**config.mk**
```make
export PLATFORM = sky130hd
export DESIGN_NAME = pc_fetch_unit
export DESIGN_NICKNAME = d
export VERILOG_FILES = /design/src/rtl/pc_fetch_unit.sv
export SDC_FILE = /design/constraint.sdc
export NUM_CORES = 1
export LEC_CHECK = 0
export CELL_PAD_IN_SITES_DETAIL_PLACEMENT = 1
export CELL_PAD_IN_SITES_GLOBAL_PLACEMENT = 2
export CORE_UTILIZATION = 27
export DETAILED_ROUTE_END_ITERATION = 8
export HOLD_SLACK_MARGIN = 0.15
export PLACE_DENSITY_LB_ADDON = 0.1
export SYNTH_ARGS = -nofsm -noshare
export SYNTH_HDL_FRONTEND = slang
export SYNTH_SLANG_ARGS = --single-unit
```
**constraint.sdc**
```tcl
create_clock -name clk -period 4.5 [get_ports clk]
set_input_delay 1.35 -clock clk [delete_from_list [all_inputs] [get_ports clk]]
set_output_delay 1.35 -clock clk [all_outputs]
set_load 0.05 [all_outputs]
```
**src/rtl/pc_fetch_unit.sv**
```systemverilog
// pc_fetch_unit
// Program-counter and fetch-request unit for the pipelined core. Holds the
// current PC, picks the next PC (exception > redirect > halt > sequential)
// and offers instruction-memory fetches over a valid/ready handshake.
//
// Ports:
//   clk            rising-edge clock
//   rst_n          asynchronous active-low reset
//   stall          back-pressure: no new request is launched while high
//   redirect_valid branch/jump taken this cycle, target on redirect_pc
//   redirect_pc    redirect target
//   exc_valid      exception/trap this cycle, PC goes to EXC_VECTOR
//   halt           request to park the unit in HALT
//   resume         leave HALT
//   req_valid      fetch request valid (registered)
//   req_ready      instruction memory accepts the request
//   req_pc         fetch address (always equal to pc)
//   pc             current PC register
//   pc_seq         pc + INSTR_BYTES, wrapping at 2^ADDR_W
//   halted         high while in HALT (registered)
//   fetch_count    number of accepted requests, wrapping at 2^CNT_W
module pc_fetch_unit #(
  parameter int unsigned ADDR_W       = 32,
  parameter logic [31:0] RESET_VECTOR = 32'h0000_0000,
  parameter logic [31:0] EXC_VECTOR   = 32'h0000_0080,
  parameter int unsigned INSTR_BYTES  = 4,
  parameter int unsigned CNT_W        = 16
) (
  input  logic              clk,
  input  logic              rst_n,
  input  logic              stall,
  input  logic              redirect_valid,
  input  logic [ADDR_W-1:0] redirect_pc,
  input  logic              exc_valid,
  input  logic              halt,
  input  logic              resume,
  output logic              req_valid,
  input  logic              req_ready,
  output logic [ADDR_W-1:0] req_pc,
  output logic [ADDR_W-1:0] pc,
  output logic [ADDR_W-1:0] pc_seq,
  output logic              halted,
  output logic [CNT_W-1:0]  fetch_count
);

  localparam logic [ADDR_W-1:0] RESET_PC = ADDR_W'(RESET_VECTOR);
  localparam logic [ADDR_W-1:0] EXC_PC   = ADDR_W'(EXC_VECTOR);
  localparam logic [ADDR_W-1:0] PC_STEP  = ADDR_W'(INSTR_BYTES);

  typedef enum logic [1:0] {
    ST_BOOT = 2'd0,
    ST_RUN  = 2'd1,
    ST_HALT = 2'd2
  } state_t;

  state_t            state_reg, state_next;
  logic [ADDR_W-1:0] pc_reg, pc_next;
  logic              req_valid_reg, req_valid_next;
  logic              halted_reg, halted_next;
  logic [CNT_W-1:0]  count_reg, count_next;
  logic              accept;

  assign accept = req_valid_reg & req_ready;

  // ---------------------------------------------------------------------------
  // State register
  // ---------------------------------------------------------------------------
  always_ff @(posedge clk or negedge rst_n) begin
    if (!rst_n) begin
      state_reg <= ST_BOOT;
    end else begin
      state_reg <= state_next;
    end
  end

  // ---------------------------------------------------------------------------
  // Next-state logic
  // ---------------------------------------------------------------------------
  always_comb begin
    state_next = state_reg;
    unique case (state_reg)
      ST_BOOT: state_next = ST_RUN;
      ST_RUN: begin
        // A halt waits for any offered request to be accepted first;
        // exception and redirect pre-empt it and keep the unit running.
        if (!exc_valid && !redirect_valid && halt &&
            (!req_valid_reg || req_ready)) begin
          state_next = ST_HALT;
        end
      end
      ST_HALT: begin
        if (exc_valid) begin
          state_next = ST_RUN;
        end else if (redirect_valid) begin
          // Redirect only retargets the parked PC.
          state_next = ST_HALT;
        end else if (resume) begin
          state_next = ST_RUN;
        end
      end
      default: state_next = ST_BOOT;
    endcase
  end

  // ---------------------------------------------------------------------------
  // Output / datapath next values
  // ---------------------------------------------------------------------------
  always_comb begin
    pc_next        = pc_reg;
    req_valid_next = req_valid_reg;
    count_next     = accept ? count_reg + CNT_W'(1) : count_reg;
    unique case (state_reg)
      ST_BOOT: begin
        req_valid_next = !stall;
      end
      ST_RUN: begin
        if (exc_valid) begin
          // The offered request is withdrawn; one bubble cycle follows.
          pc_next        = EXC_PC;
          req_valid_next = 1'b0;
        end else if (redirect_valid) begin
          pc_next        = redirect_pc;
          req_valid_next = 1'b0;
        end else begin
          if (accept) begin
            pc_next = pc_seq;
          end
          // An unaccepted request holds; otherwise launch a new one when
          // neither back-pressure nor a halt request is present.
          if (!req_valid_reg || accept) begin
            req_valid_next = !stall && !halt;
          end
        end
      end
      ST_HALT: begin
        req_valid_next = 1'b0;
        if (exc_valid) begin
          pc_next = EXC_PC;
        end else if (redirect_valid) begin
          pc_next = redirect_pc;
        end
      end
      default: begin
        pc_next        = RESET_PC;
        req_valid_next = 1'b0;
      end
    endcase
    halted_next = (state_next == ST_HALT);
  end

  always_ff @(posedge clk or negedge rst_n) begin
    if (!rst_n) begin
      pc_reg        <= RESET_PC;
      req_valid_reg <= 1'b0;
      halted_reg    <= 1'b0;
      count_reg     <= '0;
    end else begin
      pc_reg        <= pc_next;
      req_valid_reg <= req_valid_next;
      halted_reg    <= halted_next;
      count_reg     <= count_next;
    end
  end

  assign pc          = pc_reg;
  assign req_pc      = pc_reg;
  assign pc_seq      = pc_reg + PC_STEP;
  assign req_valid   = req_valid_reg;
  assign halted      = halted_reg;
  assign fetch_count = count_reg;

endmodule

```
* Word-level counts from Yosys, hierarchy flattened
Cells that the tools add are included.
** Word-level totals
- Register bits after elaboration :: 52
- Input bits :: 40
** Operators by class
- Add/subtract/negate cells :: 2
- Equal/unequal tests :: 6
- Muxes and demuxes :: 15
- Bitwise gates (word level) :: 2
- Reduce and logical (&&, ||, !) cells :: 13
** Operators by type and width (number)
- two-way mux 32 bit :: 5
- one-hot mux 32 bit (3 select lines) :: 1
- adder 32 x 3 -> 32 bit, second input constant :: 1
- adder 16 x 1 -> 16 bit, second input constant :: 1
- two-way mux 2 bit :: 4
- != test 4 bit, second input constant :: 2
- one-hot mux 2 bit (3 select lines) :: 1
- zero test 1 bit :: 5
- equality test 2 bit, second input constant :: 2
- logical AND 1 bit :: 4
- two-way mux 1 bit :: 3
- != test 3 bit, second input constant :: 1
- AND reduction 3 bit :: 1
- equality test 2 x 1 -> 1 bit, second input constant :: 1
- zero test 2 bit :: 1
- logical OR 1 bit :: 2
- one-hot mux 1 bit (2 select lines) :: 1
- bitwise AND 1 bit :: 1
- NOT 1 bit :: 1

* Longest topological paths before layout
Gate-level depths: netlist of run 1.
- Depth after elaboration :: 7
- Depth in mapped cells :: 9
- Mapped depth without buffers :: 7

* Worst setup path after synthesis of run 1
No wires, ideal clock.
- Kind :: reg-to-output
- Start point :: register pc_reg[9], in the netlist pc[9]
- End point :: output port pc_seq[17]
- Arrival :: 2566 ps
- Slack :: 584 ps
- Cell stages (with the launch flop) :: 7
- Cells stage by stage :: dfrtp_1 buf_4 nand4_4 nor4_4 buf_6 nand3_1 xnor2_1
** Between the ends
- Cells in the longest elaborated chain, start to end :: 1
** RTL lines
- start: declaration :: line 57 : logic [ADDR_W-1:0] pc_reg, pc_next;
- start signal: assignment :: line 158 : pc_reg <= pc_next;
- adder 32 x 3 -> 32 bit :: line 167 : assign pc_seq = pc_reg + PC_STEP;
- end: declaration :: line 41 : output logic [ADDR_W-1:0] pc_seq,
Every way passes these cells.

* Worst setup path after layout of run 1
- Start point :: register pc_reg[9], in the netlist pc[9]
- End point :: output port pc_seq[19]
Same word-level chain as after synthesis.

==> results of run 1 <==
cell type report:
type,count,share of cell area
Clock buffer,5,0.0230
Timing Repair Buffer,169,0.300
Tap cell,180,0.0414
Clock inverter,3,0.00414
Multi-Input combinational cell,317,0.380
Inverter,17,0.0117
Sequential cell,52,0.239
cell families (layout without fill, tap and decap cells):
logic type	after synthesis	after routing
muxes	3	3
and+or+nand+nor	174	174
adders and majority gates	6	6
AOI/OAI and AO/OA	92	92
DFF	52	52
xor gates and xnor gates	42	42
buffers and inverters	76	194
critical path, delay by kind of cell (launching register included):
family / cells / cell delay, ns
buf+inv: 2 / 1.09
simple gates: 3 / 0.63
xor+xnor: 1 / 0.23
flops: 1 / 0.57
synth_stat cells, types with 4 or more instances:
cell type,n,area (sq um)
xor2_1,12,105
inv_1,17,63.8
a221o_1,7,70.1
clkbuf_1,10,37.5
ha_1,6,75.1
nand2b_1,5,31.3
dfrtp_1,52,1300
buf_2,6,30.0
buf_4,35,263
xnor2_1,30,263
nand2_1,50,188
nand4_1,16,100
nor3_1,13,65.1
o31ai_1,6,45.0
nor2_1,33,124
a21oi_1,12,60.1
nand3_1,15,75.1
a22oi_1,11,82.6
nor4_1,4,25.0
and3_1,10,62.6
o21ai_0,27,135
metrics by stage:
stage	util	power, W
floorplan	-	0.00222
global placement	0.381	0.00286
detailed placement	0.381	0.00286
CTS	0.392	0.00328
global route	0.392	0.00342
finish	0.392	0.00325
placed cells by master (no fill, tap or decap), types with 11 or more instances in the layout:
cell type	n
a22oi_1	11
o21ai_0	27
xor2_1	12
nand4_1	16
nand3_1	15
inv_1	17
nor2_1	33
xnor2_1	30
nor3_1	13
a21oi_1	12
dfrtp_1	52
nand2_1	50
clkdlybuf4s50_1	147
buf_4	21
where the power goes:
part	internal [W]	total, W	switching [W]
sequential	0.000565	0.000750	0.000184
combinational	0.000672	0.00210	0.00142
clock	0.000209	0.000406	0.000197
total	0.00145	0.00325	0.00180
worst min path at each step:
stage / start / endpoint / slack (ns) / cells after the start
6_report: fetch_count[15] / fetch_count[15] / 0.49 / 1
5_1_grt: fetch_count[15] / fetch_count[15] / 0.50 / 1
4_1_cts: fetch_count[10] / fetch_count[10] / 0.49 / 1
3_5_place_dp: fetch_count[15] / fetch_count[15] / 0.48 / 1
3_3_place_gp: fetch_count[15] / fetch_count[15] / 0.46 / 1
2_1_floorplan: state_reg[1] / state_reg[1] / 0.58 / 2
per-layer routing:
layer,wire length (um),share of wire,vias up
met5,0,0,-
met4,176,0.013,0
met3,581,0.043,11
met2,6510,0.48,98
met1,6160,0.46,1857
li1,-,-,1776
==> metrics.cfg, run 1 <==
[status]
status = complete, no violations

[worst_setup_path]
end_kind = output port
crit_path_top_delay_cell = clkdlybuf4s50_1
r2r.worst_path.cells = 8
cp.required_ns = 3.15
r2r-end = pc[25]
cpPeakStageDelay_ns = 0.84
path_class = flip-flop to output port
crit_chain = nand4_4, nor4_4, buf_4, nand3_1, xnor2_1, clkdlybuf4s50_1
critPathLaunch = pc[9]
critPathArrivalTime_ns = 2.84
reg2reg_slack_ns = 1.81
cp_max_fo = 13
r2r_start = state_reg[1]
crit_end = pc_seq[19]
start_kind = flip-flop

[global_routing]
grt.busiest_layer = met2
grt_start_max_net_pins = 28
met1_usage = 0.247
gr-usage-met2 = 0.310
gr-total-overflow = 0
grt.total_usage = 0.187
grt_pass1_vias = 3870
grt_use_met3 = 0.0329
antenna_found_initial = 0
grt_pass1_wl_um = 21100

[yosys]
synth_top_family_by_area = simple AND/OR/NAND/NOR gates
synthAdderAreaFrac = 0.0195
synth_edf_count = 0
synth_seq_area_share = 0.339
synth_simple_gate_area_frac = 0.250
synthMuxAreaShare = 0.00781
netlist_instances = 445
syn_area_per_cell_sq_um = 8.64
synth_compound_area_frac = 0.165
async_flop_share = 1.00
synth_warnings = 0
synth_xor_area_frac = 0.0957
ys_seq_elements = 52
syn-num-nets = 491
synthFlopType = dfrtp_1
netlist-cell-type-count = 64
syn_area_sq_mm = 0.00384

[placed_design]
hpwl_um = 10100
portBuffers = 153
place_congestion = 0.789
placedCellCount = 735
placed_cell_area_sq_mm = 0.00530
pre_cts_slack_ns = 0.603

[timing]
hold_viol_final = 0
finClkSkew_ns = 0.00333
slew_viol_final = 0
min_period_ns = 4.19
finalSetupViolations = 0
slew-limit-headroom = 0.516
rsz0062_at_grt = false
setup_slack_ns = 0.313
period_share = 0.931
fmax_mhz = 239
hold_ws_ns = 0.488
tightest_slew_ns = 0.727
tns_ns = 0

[die]
die_area_sq_mm = 0.0147
rows = 43
core_area_sq_mm = 0.0139
die-height_um = 121
initial_utilization = 0.277
die_w_um = 121
ios = 154

[drt]
wl_per_cell_um = 18.1
vias = 3742
drc = 0
ant_nets = 0
avgViaCountPerCell = 5.04
dr.pass1.iters = 4
drtIter0Drc = 183
wirelength_um = 13400

[worst_hold_path]
min_path_type = flip-flop to flip-flop

[cells_and_area]
seqCellArea_sq_mm = 0.00130
largest_reg_flops = 32
multiInputGateArea_sq_mm = 0.00207
nFillCells = 1653
diodes = 0
stdcell_count = 743
area_growth_pct = 41.6
final_area_sq_mm = 0.00544
fin_nets = 608
drive_gt1_frac = 0.0835

[clock_network]
cts_resized = 0
clockRootBuffer = clkbuf_16
cts_setup_buffers = 0
cts_hold_buf = 0
cts-buffers-inserted = 5
clk_pin_slew_ns = 0.07
clk_latency_ns = 0.30
cts.sinks = 52
cts_buffer_depth = 2
cts_tree = done
htree_levels = 2

[power]
ir_worst_vdd_mv = 0.214
p_leak_nw = 2.26
power.density_mw_per_mm2 = 597

[flow_run]
drv_cap = 0

No activity file was read; power rests on OpenSTA's default activity.
==> inputs of run 2 (changes only) <==
--- a/config.mk
+++ b/config.mk
@@ -9,7 +9,6 @@
 export CELL_PAD_IN_SITES_GLOBAL_PLACEMENT = 2
 export CORE_UTILIZATION = 27
 export DETAILED_ROUTE_END_ITERATION = 8
-export HOLD_SLACK_MARGIN = 0.15
 export PLACE_DENSITY_LB_ADDON = 0.1
 export SYNTH_ARGS = -nofsm -noshare
 export SYNTH_HDL_FRONTEND = slang
==> results of run 2 <==
The final DEF is identical to that of run 1; final timing and power are the same.
==> inputs of run 3 (changes only) <==
--- a/config.mk
+++ b/config.mk
@@ -9,7 +9,7 @@
 export CELL_PAD_IN_SITES_GLOBAL_PLACEMENT = 2
 export CORE_UTILIZATION = 27
 export DETAILED_ROUTE_END_ITERATION = 8
-export PLACE_DENSITY_LB_ADDON = 0.1
+export PLACE_DENSITY = 0.95
 export SYNTH_ARGS = -nofsm -noshare
 export SYNTH_HDL_FRONTEND = slang
 export SYNTH_SLANG_ARGS = --single-unit
==> run 3 against run 2 <==
Register-to-register slack lost 0.11 ns. Maximum frequency is 3.6% lower. Largest power group unchanged. Clock power increased by 17%. Clock-buffer cell count up 2. Setup slack lost 0.16 ns. Worst hold slack got worse by 0.015 ns. Power increased by 2.1%. Critical path type unchanged. Cell count decreased by 0.40%. Die area did not move.
==> metrics.cfg, run 3 (synthesis results as in run 1) <==
[power]
p_leak_nw = 2.31
power.density_mw_per_mm2 = 607
ir_worst_vdd_mv = 0.248

[cells_and_area]
seqCellArea_sq_mm = 0.00130
largest_reg_flops = 32
drive_gt1_frac = 0.0768
fin_nets = 605
diodes = 0
multiInputGateArea_sq_mm = 0.00207
final_common_cell = clkdlybuf4s50_1
nFillCells = 1610
final_cell_mix = 145 x clkdlybuf4s50_1, 52 x dfrtp_1, 50 x nand2_1
stdcell_count = 740
area_growth_pct = 42.2

[global_routing]
grt_pass1_vias = 3950
gr-total-overflow = 0
grt_start_max_net_pins = 34
antenna_found_initial = 0
grt.total_usage = 0.182
grt_pass1_wl_um = 20800

[drt]
wl_per_cell_um = 17.7
ant_nets = 0
vias = 3776
drtIter0Drc = 163
avgViaCountPerCell = 5.10
drc = 0
wirelength_um = 13100
dr.pass1.iters = 4

[timing]
slew_viol_final = 0
hold_ws_ns = 0.473
min_period_ns = 4.34
period_share = 0.965
hold_viol_final = 0
finalSetupViolations = 0
finClkSkew_ns = 0.00315
slew-limit-headroom = 0.566
tightest_slew_ns = 0.646
fmax_mhz = 230
tns_ns = 0
rsz0062_at_grt = false

[worst_setup_path]
critPathArrivalTime_ns = 2.99
start_kind = flip-flop
path_class = flip-flop to output port
cpPeakStageDelay_ns = 0.80
cp.required_ns = 3.15
end_kind = output port
cp_max_fo = 10
crit_path_top_delay_cell = clkdlybuf4s50_1
crit_chain = nand4_4, nor4_4, nand4_1, xor2_1, inv_1, clkdlybuf4s50_1

[placed_design]
portBuffers = 153
placedCellCount = 732
place_congestion = 0.803
hpwl_um = 10100

[die]
die_w_um = 121
ios = 154
core_area_sq_mm = 0.0139
die_area_sq_mm = 0.0147
die-height_um = 121
initial_utilization = 0.277
rows = 43

[worst_hold_path]
min_path_type = flip-flop to flip-flop

[flow_run]
drv_cap = 0

[clock_network]
clockRootBuffer = clkbuf_16
cts_hold_buf = 0
clk_latency_ns = 0.30
cts.sinks = 52
clk_pin_slew_ns = 0.07
cts_buffer_depth = 2
cts-buffers-inserted = 5
cts_tree = done
htree_levels = 2

[status]
status = complete, no violations

[run 3: cell count changes in the layout (fill, tap and decap cells not counted), sizes merged]
cell / delta
buf: -4
bufinv: +1
clkbuf: +2
clkdlybuf4s50: -2
clkinv: -2
dlymetal6s2s: +3
inv: -1
[run 3: path summary, 6_finish.rpt]
kind	start	end	slack, ns	depth (start not counted)
max	pc[9]	pc_seq[27]	0.16	6
min	fetch_count[15]	fetch_count[15]	0.47	1
max reg2reg	state_reg[1]	pc[31]	1.70	7
min reg2reg	fetch_count[15]	fetch_count[15]	0.47	1
max in group asynchronous	rst_n	pc[25]	2.66	2
min in group asynchronous	rst_n	fetch_count[15]	1.00	1
[run 3: area by class of cell]
class                      count  area share
multi-input combinational    317       0.379
timing repair buffer         166       0.297
sequential                    52       0.238
tap                          180      0.0412
clock buffer                   7      0.0279
inverter                      17      0.0117
clock inverter                 1     0.00549
[run 3: timing repair]
action | in CTS | in global routing
buffers inserted | 0 | 0
setup endpoints to repair | 0 | 3
resized for setup | 0 | 3
[run 3: critical path: cells and delay by family, from the launching register on]
family	cells	cell delay, ns
xor gates and xnor gates	1	0.21
and+or+nand+nor	3	1.05
DFF	1	0.56
buffers and inverters	2	0.87
[run 3: layer usage]
| metal | share of wire | up-vias | GRT usage |
|---|---|---|---|
| met2 | 0.49 | 102 | 0.305 |
| met1 | 0.45 | 1885 | 0.232 |
| met4 | 0.014 | 0 | 0.0602 |
| li1 | - | 1775 | - |
| met3 | 0.046 | 14 | 0.0338 |
| met5 | 0 | - | 0 |
[run 3: power by group]
group / leakage, nW / internal (W) / switching [W]
registers: 0.711 / 0.000566 / 0.000183
clock network: 0.0901 / 0.000293 / 0.000183
logic: 1.51 / 0.000671 / 0.00142
[run 3: through the flow]
step	cell area, sq um	setup slack (ns)	utilization	total power, W
floorplan	3840	0.584	-	0.00222
global placement	5280	0.488	0.380	0.00282
detailed placement	5280	0.517	0.380	0.00286
CTS	5460	0.167	0.393	0.00335
global route	5470	0.00387	0.394	0.00347
finish	5470	0.157	0.394	0.00332
